File: src/rtl/out_serial_tx.sv
// Buffered 8N1 serial transmitter fed by the CPU output strobe.
// A small FIFO absorbs output bytes; an FSM drains them LSB first on tx.
module out_serial_tx #(
   parameter int CLKS_PER_BIT = 4,
   parameter int FIFO_DEPTH   = 4
) (
   input  logic                          clk,
   input  logic                          reset,
   input  logic                          out_strobe,
   input  logic [7:0]                    out_data,
   output logic                          tx,
   output logic                          busy,
   output logic [$clog2(FIFO_DEPTH):0]   level,
   output logic                          overflow
);

   localparam int PW = $clog2(FIFO_DEPTH);
   localparam int LW = PW + 1;
   localparam int CW = $clog2(CLKS_PER_BIT);
   localparam logic [PW-1:0] PTR_ONE   = PW'(1);
   localparam logic [LW-1:0] LVL_ONE   = LW'(1);
   localparam logic [LW-1:0] LVL_FULL  = LW'(FIFO_DEPTH);
   localparam logic [CW-1:0] BAUD_ONE  = CW'(1);
   localparam logic [CW-1:0] BAUD_LAST = CW'(CLKS_PER_BIT - 1);

   typedef enum logic [1:0] {
      ST_IDLE  = 2'd0,
      ST_START = 2'd1,
      ST_DATA  = 2'd2,
      ST_STOP  = 2'd3
   } state_t;

   state_t          state_r;
   logic [7:0]      mem_r [FIFO_DEPTH];
   logic [PW-1:0]   wr_ptr_r;
   logic [PW-1:0]   rd_ptr_r;
   logic [LW-1:0]   level_r;
   logic [CW-1:0]   baud_cnt_r;
   logic [2:0]      bit_idx_r;
   logic [7:0]      shift_r;
   logic            tx_r;
   logic            busy_r;
   logic            overflow_r;

   logic            baud_end_s;
   logic            fifo_empty_s;
   logic            pop_s;
   logic            push_s;
   logic            to_idle_s;
   logic [LW-1:0]   level_next_s;

   assign baud_end_s   = (baud_cnt_r == BAUD_LAST);
   assign fifo_empty_s = (level_r == {LW{1'b0}});

   // Pop/push decisions; a pop on the same edge frees room for a push at full.
   always_comb begin
      pop_s     = 1'b0;
      to_idle_s = 1'b0;
      case (state_r)
         ST_IDLE: begin
            pop_s     = !fifo_empty_s;
            to_idle_s = fifo_empty_s;
         end
         ST_STOP: begin
            if (baud_end_s) begin
               pop_s     = !fifo_empty_s;
               to_idle_s = fifo_empty_s;
            end else begin
               pop_s     = 1'b0;
               to_idle_s = 1'b0;
            end
         end
         default: begin
            pop_s     = 1'b0;
            to_idle_s = 1'b0;
         end
      endcase
      push_s = out_strobe && ((level_r != LVL_FULL) || pop_s);
      case ({push_s, pop_s})
         2'b10:   level_next_s = level_r + LVL_ONE;
         2'b01:   level_next_s = level_r - LVL_ONE;
         default: level_next_s = level_r;
      endcase
   end

   // FIFO storage, pointers, occupancy and sticky overflow flag.
   always_ff @(posedge clk) begin
      if (reset) begin
         wr_ptr_r   <= {PW{1'b0}};
         rd_ptr_r   <= {PW{1'b0}};
         level_r    <= {LW{1'b0}};
         overflow_r <= 1'b0;
         for (int i = 0; i < FIFO_DEPTH; i++) begin
            mem_r[i] <= 8'h00;
         end
      end else begin
         if (push_s) begin
            mem_r[wr_ptr_r] <= out_data;
            wr_ptr_r        <= wr_ptr_r + PTR_ONE;
         end
         if (pop_s) begin
            rd_ptr_r <= rd_ptr_r + PTR_ONE;
         end
         level_r <= level_next_s;
         if (out_strobe && !push_s) begin
            overflow_r <= 1'b1;
         end
      end
   end

   // Frame sequencer; tx is set for the state being entered so it stays registered.
   always_ff @(posedge clk) begin
      if (reset) begin
         state_r    <= ST_IDLE;
         baud_cnt_r <= {CW{1'b0}};
         bit_idx_r  <= 3'd0;
         shift_r    <= 8'h00;
         tx_r       <= 1'b1;
         busy_r     <= 1'b0;
      end else begin
         busy_r <= !to_idle_s || (level_next_s != {LW{1'b0}});
         case (state_r)
            ST_IDLE: begin
               baud_cnt_r <= {CW{1'b0}};
               if (pop_s) begin
                  state_r <= ST_START;
                  shift_r <= mem_r[rd_ptr_r];
                  tx_r    <= 1'b0;
               end else begin
                  tx_r <= 1'b1;
               end
            end
            ST_START: begin
               if (baud_end_s) begin
                  state_r    <= ST_DATA;
                  baud_cnt_r <= {CW{1'b0}};
                  bit_idx_r  <= 3'd0;
                  tx_r       <= shift_r[0];
               end else begin
                  baud_cnt_r <= baud_cnt_r + BAUD_ONE;
                  tx_r       <= 1'b0;
               end
            end
            ST_DATA: begin
               if (baud_end_s) begin
                  baud_cnt_r <= {CW{1'b0}};
                  if (bit_idx_r == 3'd7) begin
                     state_r   <= ST_STOP;
                     bit_idx_r <= 3'd0;
                     tx_r      <= 1'b1;
                  end else begin
                     bit_idx_r <= bit_idx_r + 3'd1;
                     shift_r   <= {1'b0, shift_r[7:1]};
                     tx_r      <= shift_r[1];
                  end
               end else begin
                  baud_cnt_r <= baud_cnt_r + BAUD_ONE;
               end
            end
            ST_STOP: begin
               if (baud_end_s) begin
                  baud_cnt_r <= {CW{1'b0}};
                  if (pop_s) begin
                     state_r <= ST_START;
                     shift_r <= mem_r[rd_ptr_r];
                     tx_r    <= 1'b0;
                  end else begin
                     state_r <= ST_IDLE;
                     tx_r    <= 1'b1;
                  end
               end else begin
                  baud_cnt_r <= baud_cnt_r + BAUD_ONE;
                  tx_r       <= 1'b1;
               end
            end
            default: begin
               state_r    <= ST_IDLE;
               baud_cnt_r <= {CW{1'b0}};
               tx_r       <= 1'b1;
            end
         endcase
      end
   end

   assign tx       = tx_r;
   assign busy     = busy_r;
   assign level    = level_r;
   assign overflow = overflow_r;

endmodule

File: config.mk
export PLATFORM = sky130hd
export DESIGN_NAME = out_serial_tx
export DESIGN_NICKNAME = d
export VERILOG_FILES = /design/src/rtl/out_serial_tx.sv
export SDC_FILE = /design/constraint.sdc
export NUM_CORES = 1
export LEC_CHECK = 0
export BUFFER_PORTS_ARGS = -buffer_cell sky130_fd_sc_hd__buf_2
export CORE_AREA = 10 10 92 94
export CTS_BUF_LIST = sky130_fd_sc_hd__clkbuf_16
export CTS_CLUSTER_DIAMETER = 80
export DETAILED_ROUTE_END_ITERATION = 6
export DIE_AREA = 0 0 102 104
export PLACE_DENSITY = 0.69
export SLEW_MARGIN = 20
export SYNTH_ARGS = -nofsm -noshare
export SYNTH_HDL_FRONTEND = slang
export SYNTH_SLANG_ARGS = --single-unit
export TNS_END_PERCENT = 10
File: constraint.sdc
create_clock -name clk -period 2.6 [get_ports clk]
set_input_delay 0 -clock clk [delete_from_list [all_inputs] [get_ports clk]]
set_output_delay 0 -clock clk [all_outputs]
set_load 0.01 [all_outputs]
==> results_dict.tcl <==
set metrics [dict create \
    status "complete, no violations" \
    timing_worst_setup_path_type "reg2reg" \
    wl_mm 5.65 \
    synth_area_leaders "edfxtp_1 (33%), dfxtp_1 (18%), and2_1 (6.8%), mux4_2 (6.1%), ha_1 (3.4%)" \
    syn_to_final_growth_pct 18.3 \
    die_area_um2 10600 \
    antenna_found_initial 0 \
    tightest_slew_ns 0.560 \
    synth_top_family_by_area "simple AND/OR/NAND/NOR gates" \
    final_cell_count_no_fill 370 \
    drt_iter0_drc 119 \
    seq_area_frac_synth_pct 51.2 \
    drt_pre_antenna_iters 4 \
    avgSynthCellArea_um2 11.3 \
    vias 2022 \
    chipWidth_um 102 \
    report.power.total_mw 3.68 \
    setup_violations 0 \
    grt_pass1_vias 2003 \
    wl_per_cell_um 15.3 \
    cts_setup_buffers 0 \
    vias_per_cell 5.46 \
    worst_skew_pair.late_latency_ns 0.34 \
    ys_dominant_reg_cell "edfxtp_1" \
    hold_path_class "in2reg" \
    synth_edf_count 32 \
    path_clk_slew_ns 0.06 \
    p_per_area_nw_per_um2 1060 \
    vdd_drop_max_uv 593 \
    drive_above_1_share_pct 20.0 \
    yosys.area.top_type "edfxtp_1" \
    cts_buffers 9 \
    io_pins 17 \
    drc 0 \
    relSlewSlack_pct 62.7 \
    yosysWarnings 0 \
    cts.sinks 59 \
    setup_tns_ns 0 \
    p_leak_nw 1.34 \
    yosys.area_share.simple_pct 20.7 \
    grt.total_usage_pct 11.3 \
    gp_congestion 0.818 \
    path_max_fanout 5 \
    worstPathRequired_ns 2.85 \
    synth_nets 279 \
    synth_fa_ha_area_share_pct 4.10 \
    htreeDepth 3 \
    root_buffer "clkbuf_16" \
    maxCapViolations 0 \
    synth-compound-area-share_pct 13.3 \
    rows 30 \
    synthArstFlopShare_pct 0 \
    synth-seq-cells 59 \
    mostFrequentLayoutCells "and2_1 (32), edfxtp_1 (32), dfxtp_1 (27)" \
    grt_pass1_wl_mm 9.58 \
    die_y_um 104 \
    finalHoldViolations 0 \
    initial_core_util_pct 43.9 \
    period_share_pct 87.4 \
    drtAntennaViolNets 0 \
    placed_cells 348 \
    skew_ns 0.00733 \
    synth_area_um2 2930 \
    cts_buffer_depth 2 \
    crit_path_start_kind "flip-flop" \
    n_antenna_cell 0 \
    cp-end-kind "flip-flop" \
    synth.distinct_cells 54 \
    post-route-min-period_ns 2.27 \
    layout.nets 305 \
    tritoncts "yes" \
    place_hpwl_mm 3.92 \
    core_um2 6680 \
    syn-instance-count 259 \
    port_buffers 16 \
    worstPathArrival_ns 2.52 \
    slew_viol_final 0 \
    gr-total-overflow 0 \
    synth_xor_area_share_pct 0.598 \
    max_freq_ghz 0.440 \
    synthMuxAreaShare_pct 6.49 \
    grt_max_degree 23 \
    r2r_slack_ns 0.33 \
    synth_top_area_share_pct 32.8 \
    rsz0062_at_grt "false" \
]
-- per-stage QoR --
step                util (%)  hold WS [ns]  setup slack [ns]  cell area (um2)
finish                  51.9       0.00342             0.328             3470
global placement        46.4         0.313             0.406             3100
CTS                     51.9       0.00341             0.315             3470
global route            51.9        0.0200             0.148             3470
floorplan                  -         0.198             0.109             2930
detailed placement      46.4         0.319             0.330             3100
-- report_power, final --
| group | switching, mW | internal, mW |
|---|---|---|
| clock network | 0.458 | 0.757 |
| logic | 0.642 | 0.527 |
| registers | 0.139 | 1.16 |
-- cell usage after synthesis (3+ instances only) --
master / instances
nor2_1: 17
a21oi_1: 8
ha_1: 8
nand2b_1: 4
dfxtp_1: 27
o21ai_0: 8
nand2_1: 25
buf_2: 3
inv_1: 11
and2_1: 32
clkbuf_1: 9
mux4_2: 8
nor3_1: 6
nand3_1: 3
edfxtp_1: 32
nor4_4: 3
a22o_1: 7
a32oi_1: 3
-- flip-flops by register name (all words and copies together) (netlist names), named ones only --
| register | cells |
|---|---|
| baud_cnt_r | 2 |
| bit_idx_r | 3 |
| busy | 1 |
| level | 3 |
| mem_r | 32 |
| overflow | 1 |
| rd_ptr_r | 2 |
| shift_r | 8 |
| state_r | 2 |
| tx | 1 |
| wr_ptr_r | 2 |
-- logic make-up (layout without fill, tap and decap cells) --
kind of cell    count (synthesis)  after routing
fa+ha+maj                       9              9
mux                             9              9
xor+xnor                        2              2
buf+inv                        25             56
simple gates                  104            104
flops                          59             59
compound gates                 51             51
-- routing by layer --
layer / wire length (um) / up-vias / part of all wire, % / global-route usage [%]
li1: - / 1006 / - / -
met1: 2480 / 970 / 44 / 13.3
met2: 2860 / 33 / 50 / 17.9
met3: 192 / 13 / 3.4 / 2.99
met4: 128 / 0 / 2.3 / 6.25
met5: 0 / - / 0 / 0
-- worst max-delay path: stages, from the launching register on --
cell and delay (ns):
dfxtp_1 0.41, inv_1 0.11, ha_1 0.30, nor3_1 0.27, nand2b_1 0.11, fa_1 0.39, nand2b_1 0.18, o22a_1 0.22
o311ai_2 0.19
-- final timing paths --
check,start,to,cells after the start
worst min-delay path,out_data[3],mem_r[0][3]$_SDFFCE_PN0P_,2
worst min register to register,baud_cnt_r[0]$_SDFF_PP0_,baud_cnt_r[0]$_SDFF_PP0_,1
worst max register to register,state_r[1]$_SDFFE_PP0P_,level[2]$_SDFF_PP0_,8
worst max-delay path,state_r[1]$_SDFFE_PP0P_,level[2]$_SDFF_PP0_,8
-- cell type report --
cell class	count	area, um2
clock buffer	9	225
clock inverter	7	82.6
fill	566	3210
inverter	11	41.3
multi-input combinational	175	1330
sequential	59	1500
tap	80	100
timing repair buffer	29	193
-- timing repair --
item                                   4_1_cts  5_1_grt
setup endpoints to repair                    0        0
gates resized for setup                      0        0
hold buffers                                 6        0
endpoints found under the hold margin       24        0
Power figures use the tool's default switching activity.
